==> config.mk <==
export PLATFORM = sky130hd
export DESIGN_NAME = button_events
export DESIGN_NICKNAME = d
export VERILOG_FILES = /design/src/rtl/button_events.sv
export SDC_FILE = /design/constraint.sdc
export NUM_CORES = 1
export LEC_CHECK = 0
export BUFFER_PORTS_ARGS = -buffer_cell sky130_fd_sc_hd__buf_2
export CORE_ASPECT_RATIO = 0.75
export CORE_MARGIN = 2
export CORE_UTILIZATION = 50
export DETAILED_ROUTE_END_ITERATION = 8
export PLACE_DENSITY = 0.68
export SLEW_MARGIN = 5
export SYNTH_ARGS = -nofsm -noshare
export SYNTH_HDL_FRONTEND = slang
export SYNTH_SLANG_ARGS = --single-unit
==> constraint.sdc <==
create_clock -name clk -period 1.9 [get_ports clk]
set_clock_uncertainty 0.05 [all_clocks]
set_input_delay 0.38 -clock clk [delete_from_list [all_inputs] [get_ports clk]]
set_output_delay 0.38 -clock clk [all_outputs]
set_load 0.02 [all_outputs]
==> src/rtl/button_events.sv <==
// button_events: N-channel push-button front end.
// Each raw button input is synchronised and debounced, then tracked by a small
// hold state machine. All outputs are registered in the clk domain.
//
// Ports:
//   clk           system clock, rising edge
//   reset         asynchronous, active-low (0 = in reset)
//   in            raw button levels, asynchronous, 1 = pressed
//   level         debounced button state
//   press         1-cycle pulse on accepted 0->1 of level
//   release_pulse 1-cycle pulse on accepted 1->0 of level
//   long_press    1-cycle pulse once the button has been held LONG_CYCLES
//   repeat_pulse  1-cycle pulse every REPEAT_CYCLES after long_press while held
//   any_press     OR of press, in the same cycle as press
//
// "release" and "repeat" are SystemVerilog keywords and cannot be used as
// port names, so those two outputs carry a _pulse suffix.
//
// Channel FSM:
//   state | meaning
//   IDLE  | level is 0, waiting for an accepted rise
//   HELD  | pressed, hcnt counting towards long_press
//   LONG  | long_press issued, hcnt counting repeat periods
module button_events #(
    parameter int N               = 4,
    parameter int SYNC_STAGES     = 2,
    parameter int DEBOUNCE_CYCLES = 4,
    parameter int LONG_CYCLES     = 20,
    parameter int REPEAT_CYCLES   = 8
) (
    input  logic         clk,
    input  logic         reset,
    input  logic [N-1:0] in,
    output logic [N-1:0] level,
    output logic [N-1:0] press,
    output logic [N-1:0] release_pulse,
    output logic [N-1:0] long_press,
    output logic [N-1:0] repeat_pulse,
    output logic         any_press
);

    localparam int HMAX = (LONG_CYCLES > REPEAT_CYCLES) ? LONG_CYCLES : REPEAT_CYCLES;
    localparam int HW   = $clog2(HMAX + 1);
    localparam int DW   = $clog2(DEBOUNCE_CYCLES + 1);

    localparam logic [DW-1:0] D_LAST    = DW'(DEBOUNCE_CYCLES - 1);
    localparam logic [HW-1:0] LONG_LAST = HW'(LONG_CYCLES - 1);
    localparam logic [HW-1:0] REP_LAST  = (REPEAT_CYCLES > 0) ? HW'(REPEAT_CYCLES - 1) : '0;

    typedef enum logic [1:0] {
        IDLE = 2'd0,
        HELD = 2'd1,
        LONG = 2'd2
    } state_t;

    logic [N-1:0] press_nv;

    for (genvar i = 0; i < N; i++) begin : g_ch
        logic [SYNC_STAGES-1:0] sff;
        logic                   s;
        logic                   mismatch;
        logic                   flip;
        logic                   rise;
        logic                   fall;
        logic [DW-1:0]          dcnt;
        logic                   lvl;
        state_t                 st, st_n;
        logic [HW-1:0]          hcnt, hcnt_n;
        logic                   press_n, rel_n, long_n, rep_n;
        logic                   press_q, rel_q, long_q, rep_q;

        always_ff @(posedge clk or negedge reset) begin
            if (!reset) begin
                sff <= '0;
            end else begin
                sff <= {sff[SYNC_STAGES-2:0], in[i]};
            end
        end

        assign s        = sff[SYNC_STAGES-1];
        assign mismatch = (s != lvl);
        // The edge that sees the DEBOUNCE_CYCLES-th consecutive mismatch flips level.
        assign flip     = mismatch && (dcnt == D_LAST);
        assign rise     = flip && !lvl;
        assign fall     = flip && lvl;

        always_ff @(posedge clk or negedge reset) begin
            if (!reset) begin
                dcnt <= '0;
                lvl  <= 1'b0;
            end else if (!mismatch) begin
                dcnt <= '0;
            end else if (flip) begin
                dcnt <= '0;
                lvl  <= ~lvl;
            end else begin
                dcnt <= dcnt + 1'b1;
            end
        end

        always_ff @(posedge clk or negedge reset) begin
            if (!reset) begin
                st      <= IDLE;
                hcnt    <= '0;
                press_q <= 1'b0;
                rel_q   <= 1'b0;
                long_q  <= 1'b0;
                rep_q   <= 1'b0;
            end else begin
                st      <= st_n;
                hcnt    <= hcnt_n;
                press_q <= press_n;
                rel_q   <= rel_n;
                long_q  <= long_n;
                rep_q   <= rep_n;
            end
        end

        always_comb begin
            st_n    = st;
            hcnt_n  = hcnt;
            press_n = 1'b0;
            rel_n   = 1'b0;
            long_n  = 1'b0;
            rep_n   = 1'b0;
            // A fall takes priority, so a long/repeat due on the same edge is dropped.
            if (fall) begin
                st_n   = IDLE;
                hcnt_n = '0;
                rel_n  = 1'b1;
            end else begin
                case (st)
                    IDLE: begin
                        if (rise) begin
                            st_n    = HELD;
                            hcnt_n  = '0;
                            press_n = 1'b1;
                        end
                    end
                    HELD: begin
                        if (hcnt == LONG_LAST) begin
                            st_n   = LONG;
                            hcnt_n = '0;
                            long_n = 1'b1;
                        end else begin
                            hcnt_n = hcnt + 1'b1;
                        end
                    end
                    LONG: begin
                        if (REPEAT_CYCLES > 0) begin
                            if (hcnt == REP_LAST) begin
                                hcnt_n = '0;
                                rep_n  = 1'b1;
                            end else begin
                                hcnt_n = hcnt + 1'b1;
                            end
                        end else begin
                            hcnt_n = '0;
                        end
                    end
                    default: begin
                        st_n   = IDLE;
                        hcnt_n = '0;
                    end
                endcase
            end
        end

        assign press_nv[i]      = press_n;
        assign level[i]         = lvl;
        assign press[i]         = press_q;
        assign release_pulse[i] = rel_q;
        assign long_press[i]    = long_q;
        assign repeat_pulse[i]  = rep_q;
    end

    always_ff @(posedge clk or negedge reset) begin
        if (!reset) begin
            any_press <= 1'b0;
        end else begin
            any_press <= |press_nv;
        end
    end

endmodule

# Word-level counts from Yosys, hierarchy flattened
# Index checks and enable logic that the tools add are counted.
[word_totals] regBits=69 latch_bits=0 mem_bits_rw=0 romBits=0 input_bits=6 n_memories=0
[op_classes] n_addsub=8 multipliers=0 div=0 n_lt_le_gt_ge=0 n_eq_ne=36 shifts=0 muxes=84 bitwise=4 reduce_logical=29
[ops] cell="$mux 5" count=16
[ops] cell="$pmux 5 s3" count=4
[ops] cell="$mux 1" count=40
[ops] cell="$mux 2" count=12
[ops] cell="$mux 3" count=8
[ops] cell="$ne 3x3->1 const B" count=8
[ops] cell="$pmux 2 s3" count=4
[ops] cell="$add 5x1->5 const B" count=4
[ops] cell="$eq 5x3->1 const B" count=4
[ops] cell="$eq 5x5->1 const B" count=4
[ops] cell="$add 3x1->3 const B" count=4
[ops] cell="$eq 3x2->1 const B" count=4
[ops] cell="$logic_and 1x1->1" count=12
[ops] cell="$reduce_and 3->1" count=4
[ops] cell="$eq 2x1->1 const B" count=4
[ops] cell="$eq 2x2->1 const B" count=4
[ops] cell="$logic_not 2->1" count=4
[ops] cell="$ne 2x2->1 const B" count=4
[ops] cell="$reduce_and 2->1" count=4
[ops] cell="$logic_not 1->1" count=4
[ops] cell="$ne 1x1->1" count=4
[ops] cell="$not 1->1" count=4
[ops] cell="$reduce_or 4->1" count=1

# Depth between registers and ports, before layout
[depth] word_depth=7 depth_mapped=7 ltp_nobuf=7

# Worst setup path after synthesis
# OpenSTA, ideal clock, no wires.
[synth_path] path_type="reg2reg" startpoint="reg g_ch[3].hcnt[0]" endpoint="reg g_ch[3].hcnt[0]" setup_ps=83 arrival_ps=1529 required_ps=1767 path_slack_ps=238 path_stages_with_launch=6 path_buffers=0 period_less_slack_ps=1662 cell_sequence="dfrtp_1 > ha_1 > and4bb_2 > a211oi_2 > nand3_1 > o21ai_0"
[synth_via] elab_chain_cells=4
[synth_lines] element="start, declared" line="68" text="logic [HW-1:0] hcnt, hcnt_n;"
[synth_lines] element="start signal, assigned" line="111" text="hcnt <= hcnt_n;"
[synth_lines] element="$add 5x1->5, or another cell as far along" line="146, 155"
[synth_lines] element="$mux 5 (on tied branches)" line="151, 141"
[synth_lines] element="$pmux 5 s3 (*)" line="132" text="case (st)"
[synth_lines] element="$mux 5 (*)" line="127" text="if (fall) begin"
# Every way passes the cells marked *; elsewhere a longest branch is shown, timed or not.
# A chain may end at the register's enable or synchronous reset.

# Final worst setup path
[layout_path] startpoint="reg g_ch[2].st[1]" endpoint="reg g_ch[2].hcnt[4]"
[layout_via] elab_chain_cells=3
[layout_lines] element="start, declared" line="67" text="state_t st, st_n;"
[layout_lines] element="start signal, assigned" line="110" text="st <= st_n;"
[layout_lines] element="$eq 2x2->1, or another cell as far along" line="132"
[layout_lines] element="$pmux 5 s3" line="132"
[layout_lines] element="$mux 5" line="127"
[layout_lines] element="end signal, assigned" line="111"
[layout_lines] element="end, declared" line="68"
# Parallel ways exist; a longest one is shown, timed or not.

==> out/metrics.yaml <==
outcome:
  status: "finished, final reports clean"
timing:
  hold_viol: 0
  period_share_pct: 94.02
  rsz0062_at_grt: "false"
  fmax_ghz: 0.5598
  fin_crit_ns: 1.786
  setup_tns_ns: 0
  slew_headroom_pct: 67.25
  slew_viol_final: 0
  worst_slew_pin_slew_ns: 0.4878
  setup-violations-final: 0
layout:
  areaGrowthSynthToFinish_pct: 9.928
  seq_area_mm2: 0.001727
  multi_input_area_mm2: 0.001523
  fin_nets: 384
  num-fill-cells: 587
  drive_above_1_share_pct: 15.04
  insertedDiodeCount: 0
placed_design:
  portBuffers: 26
  hpwl_um: 4130
  routabilityCongestion: 0.7983
floorplan:
  rows: 26
  die_h_um: 76.10
  start_util_pct: 51.22
  ios: 27
  core_mm2: 0.006766
  dieWidth_um: 100.1
  design.die.area_mm2: 0.007620
clock_network:
  clkLatencyLatePin_ns: 0.35
  h-tree-depth: 3
  cts-root-buf: "clkbuf_8"
  clk_pin_slew_worst_paths_ns: 0.08
  clockBufferDepth: 2
  numCtsBuffers: 9
  cts.sinks: 69
  cts_tree: "done"
run:
  drv_cap: 0
critical_path:
  crit_required_ns: 2.11
  regToRegEndpoint: "g_ch[2].hcnt[4]"
  reg2reg_from: "g_ch[2].st[1]"
  crit_chain: "inv_1 -> ha_1 -> o21a_1 -> o211ai_1 -> or4_1 -> o211ai_1"
  rrSetupSlack_ns: 0.11
  reg2reg_depth: 6
  cp_max_fo: 4
  critical_path_class: "reg2reg"
  crit_slowest_cell: "or4_1"
  cpPeakStageDelay_ns: 0.50
  cp_data_arrival_time_ns: 2.00
  crit_top_cell: "o211ai_1"
  endpoint_kind: "register"
  startpoint_type: "register"
power_and_ir_drop:
  leakagePower_nw: 1.804
  pwr-share-seq_pct: 43.1
  ir_drop_v: 0.0004562
  switching_power_mw: 1.480
  power.density_mw_per_mm2: 1116
  p_comb_share_pct: 29.2
  switching_share_pct: 34.81
  p_int_mw: 2.772
  total_power_mw: 4.252
  p_clk_share_pct: 27.6
logic_synthesis:
  async_reset_ff_share_pct: 100.0
  syn_avg_cell_area_um2: 10.44
  ys_warn_count: 0
  yosysTopAreaCellShare_pct: 49.82
  synth_edf_count: 0
  synth_seq_cells: 69
  yosysTopAreaCell: "dfrtp_1"
  yosysSeqAreaShare_pct: 49.82
  ys.flop_type: "dfrtp_1"
  synthCells: 332
  syn_area_mm2: 0.003466
  syn_nets: 362
  ys_types: 42
  synth_area_leaders: "dfrtp_1 (50%), ha_1 (8.7%), buf_4 (4.3%)"
routing:
  drc_errors: 0
  wl_per_cell_um: 13.23
  drtPass1Iterations: 4
  postRouteAntennaNets: 0
  wirelength_um: 5863
  drt_iter0_drc: 79
  vias: 2331
  vias_per_cell: 5.262
global_routing:
  busiest_layer: "met1"
  overflow: 0
  antenna_found_initial: 0
  grt_max_degree: 70
  grt.total_usage_pct: 17.02
  use_met3_pct: 6.422
  met1_usage_pct: 24.24
  grtUsageMet2_pct: 24.03
  grt_pass1_vias: 2216
  grt_pass1_wl_um: 10350
min_path:
  min_to: "g_ch[1].sff[0]"
  min_path_type: "in2reg"
  hp-start: "in[1]"
  hold_depth: 1
[cells by family after synthesis]
| group | count (synthesis) | share of synthesized area, % |
|---|---|---|
| DFF | 69 | 49.82 |
| xor gates and xnor gates | 5 | 1.263 |
| AOI/OAI and AO/OA | 59 | 11.66 |
| buffers and inverters | 39 | 6.390 |
| adders and majority gates | 24 | 8.664 |
| and+or+nand+nor | 136 | 22.20 |
[final cells by class]
class | count | area share [%]
clock buffers | 9 | 3.251
flip-flops and latches | 69 | 45.32
clock inverters | 7 | 1.938
repair buffers | 32 | 4.992
well taps | 84 | 2.759
inverters | 18 | 1.773
multi-input cells | 224 | 39.97
[timing repair]
item / 4_1_cts / 5_1_grt
gates resized for setup: 0 / 5
hold buffers: 1 / 0
hold endpoints to repair: 16 / 0
buffers inserted: 0 / 0
setup endpoints to repair: 0 / 9
[cells in the mapped netlist, drive strengths merged, types with 2 or more instances]
cell type / count
o211ai: 5
inv: 18
a21oi: 4
nand2: 37
nand3: 18
o31ai: 3
nor3: 7
or4: 2
dfrtp: 69
a22o: 6
nand4: 5
nor2: 12
nand4bb: 4
buf: 20
and3: 3
nor3b: 15
nand2b: 12
o21ai: 23
o2bb2ai: 4
nor4: 2
nor4b: 3
nor2b: 6
nand3b: 3
a21o: 3
nand4b: 2
o21a: 6
ha: 24
xnor2: 4
[layer usage]
metal,wire length (um),vias to the layer above
li1,-,1198
met2,2571,30
met4,55,0
met3,227,6
met5,0,-
met1,3008,1097
[power groups by stage]
stage,clock network [mW],logic [mW],registers [mW]
2_1_floorplan,0,0.972,1.83
6_report,1.17,1.24,1.83
3_3_place_gp,0,1.21,1.85
4_1_cts,1.23,1.25,1.83
5_1_grt,1.29,1.43,1.86
3_5_place_dp,0,1.25,1.86
[metrics by stage]
step / setup WS [ns] / cells / hold slack, ns / cell area [um^2] / utilization, %
3_3_place_gp: 0.1538 / 426 / 0.2833 / 3597 / 53.16
2_1_floorplan: 0.2380 / 332 / 0.03441 / 3466 / -
5_1_grt: 0.02248 / 443 / 0.06889 / 3810 / 56.31
3_5_place_dp: 0.1084 / 426 / 0.2862 / 3597 / 53.16
6_report: 0.1137 / 443 / 0.08566 / 3810 / 56.31
4_1_cts: 0.09767 / 443 / 0.06794 / 3805 / 56.23
[state kept, by name (all words and copies together), names as in the netlist]
name,count
g_ch.sff,8
g_ch.press_q,4
g_ch.long_q,4
g_ch.lvl,4
g_ch.rel_q,4
g_ch.st,8
g_ch.hcnt,20
g_ch.dcnt,12
any_press,1
g_ch.rep_q,4
[worst max-delay path, delay by kind of cell (launching register included)]
kind,cells,cell delay (ns)
AOI/OAI and AO/OA,3,0.40
adders and majority gates,1,0.22
buffers and inverters,1,0.11
DFF,1,0.41
and+or+nand+nor,1,0.50
[cell usage in the layout (no fill, tap or decap), drive strengths merged, types with 2 or more instances in the layout]
cell and n:
a21o 3, a21oi 4, a22o 6, and3 3, buf 31, clkbuf 9
clkinv 4, dfrtp 69, ha 24, inv 19, nand2 37, nand2b 12
nand3 18, nand3b 3, nand4 5, nand4b 2, nand4bb 4, nor2 12
nor2b 6, nor3 7, nor3b 15, nor4 2, nor4b 3, o211ai 5
o21a 6, o21ai 23, o2bb2ai 4, o31ai 3, or4 2, xnor2 4
[how the worst max path moves through the flow]
| stage | start | to | slack, ns |
|---|---|---|---|
| 2_1_floorplan | g_ch[3].hcnt[0] | g_ch[3].hcnt[0] | 0.24 |
| 3_3_place_gp | g_ch[3].dcnt[0] | g_ch[3].st[1] | 0.15 |
| 3_5_place_dp | g_ch[3].dcnt[0] | g_ch[3].hcnt[2] | 0.11 |
| 4_1_cts | g_ch[3].dcnt[0] | g_ch[3].st[1] | 0.1 |
| 5_1_grt | g_ch[2].st[1] | g_ch[2].hcnt[4] | 0.02 |
| 6_report | g_ch[2].st[1] | g_ch[2].hcnt[4] | 0.11 |
Power figures use the tool's default switching activity.
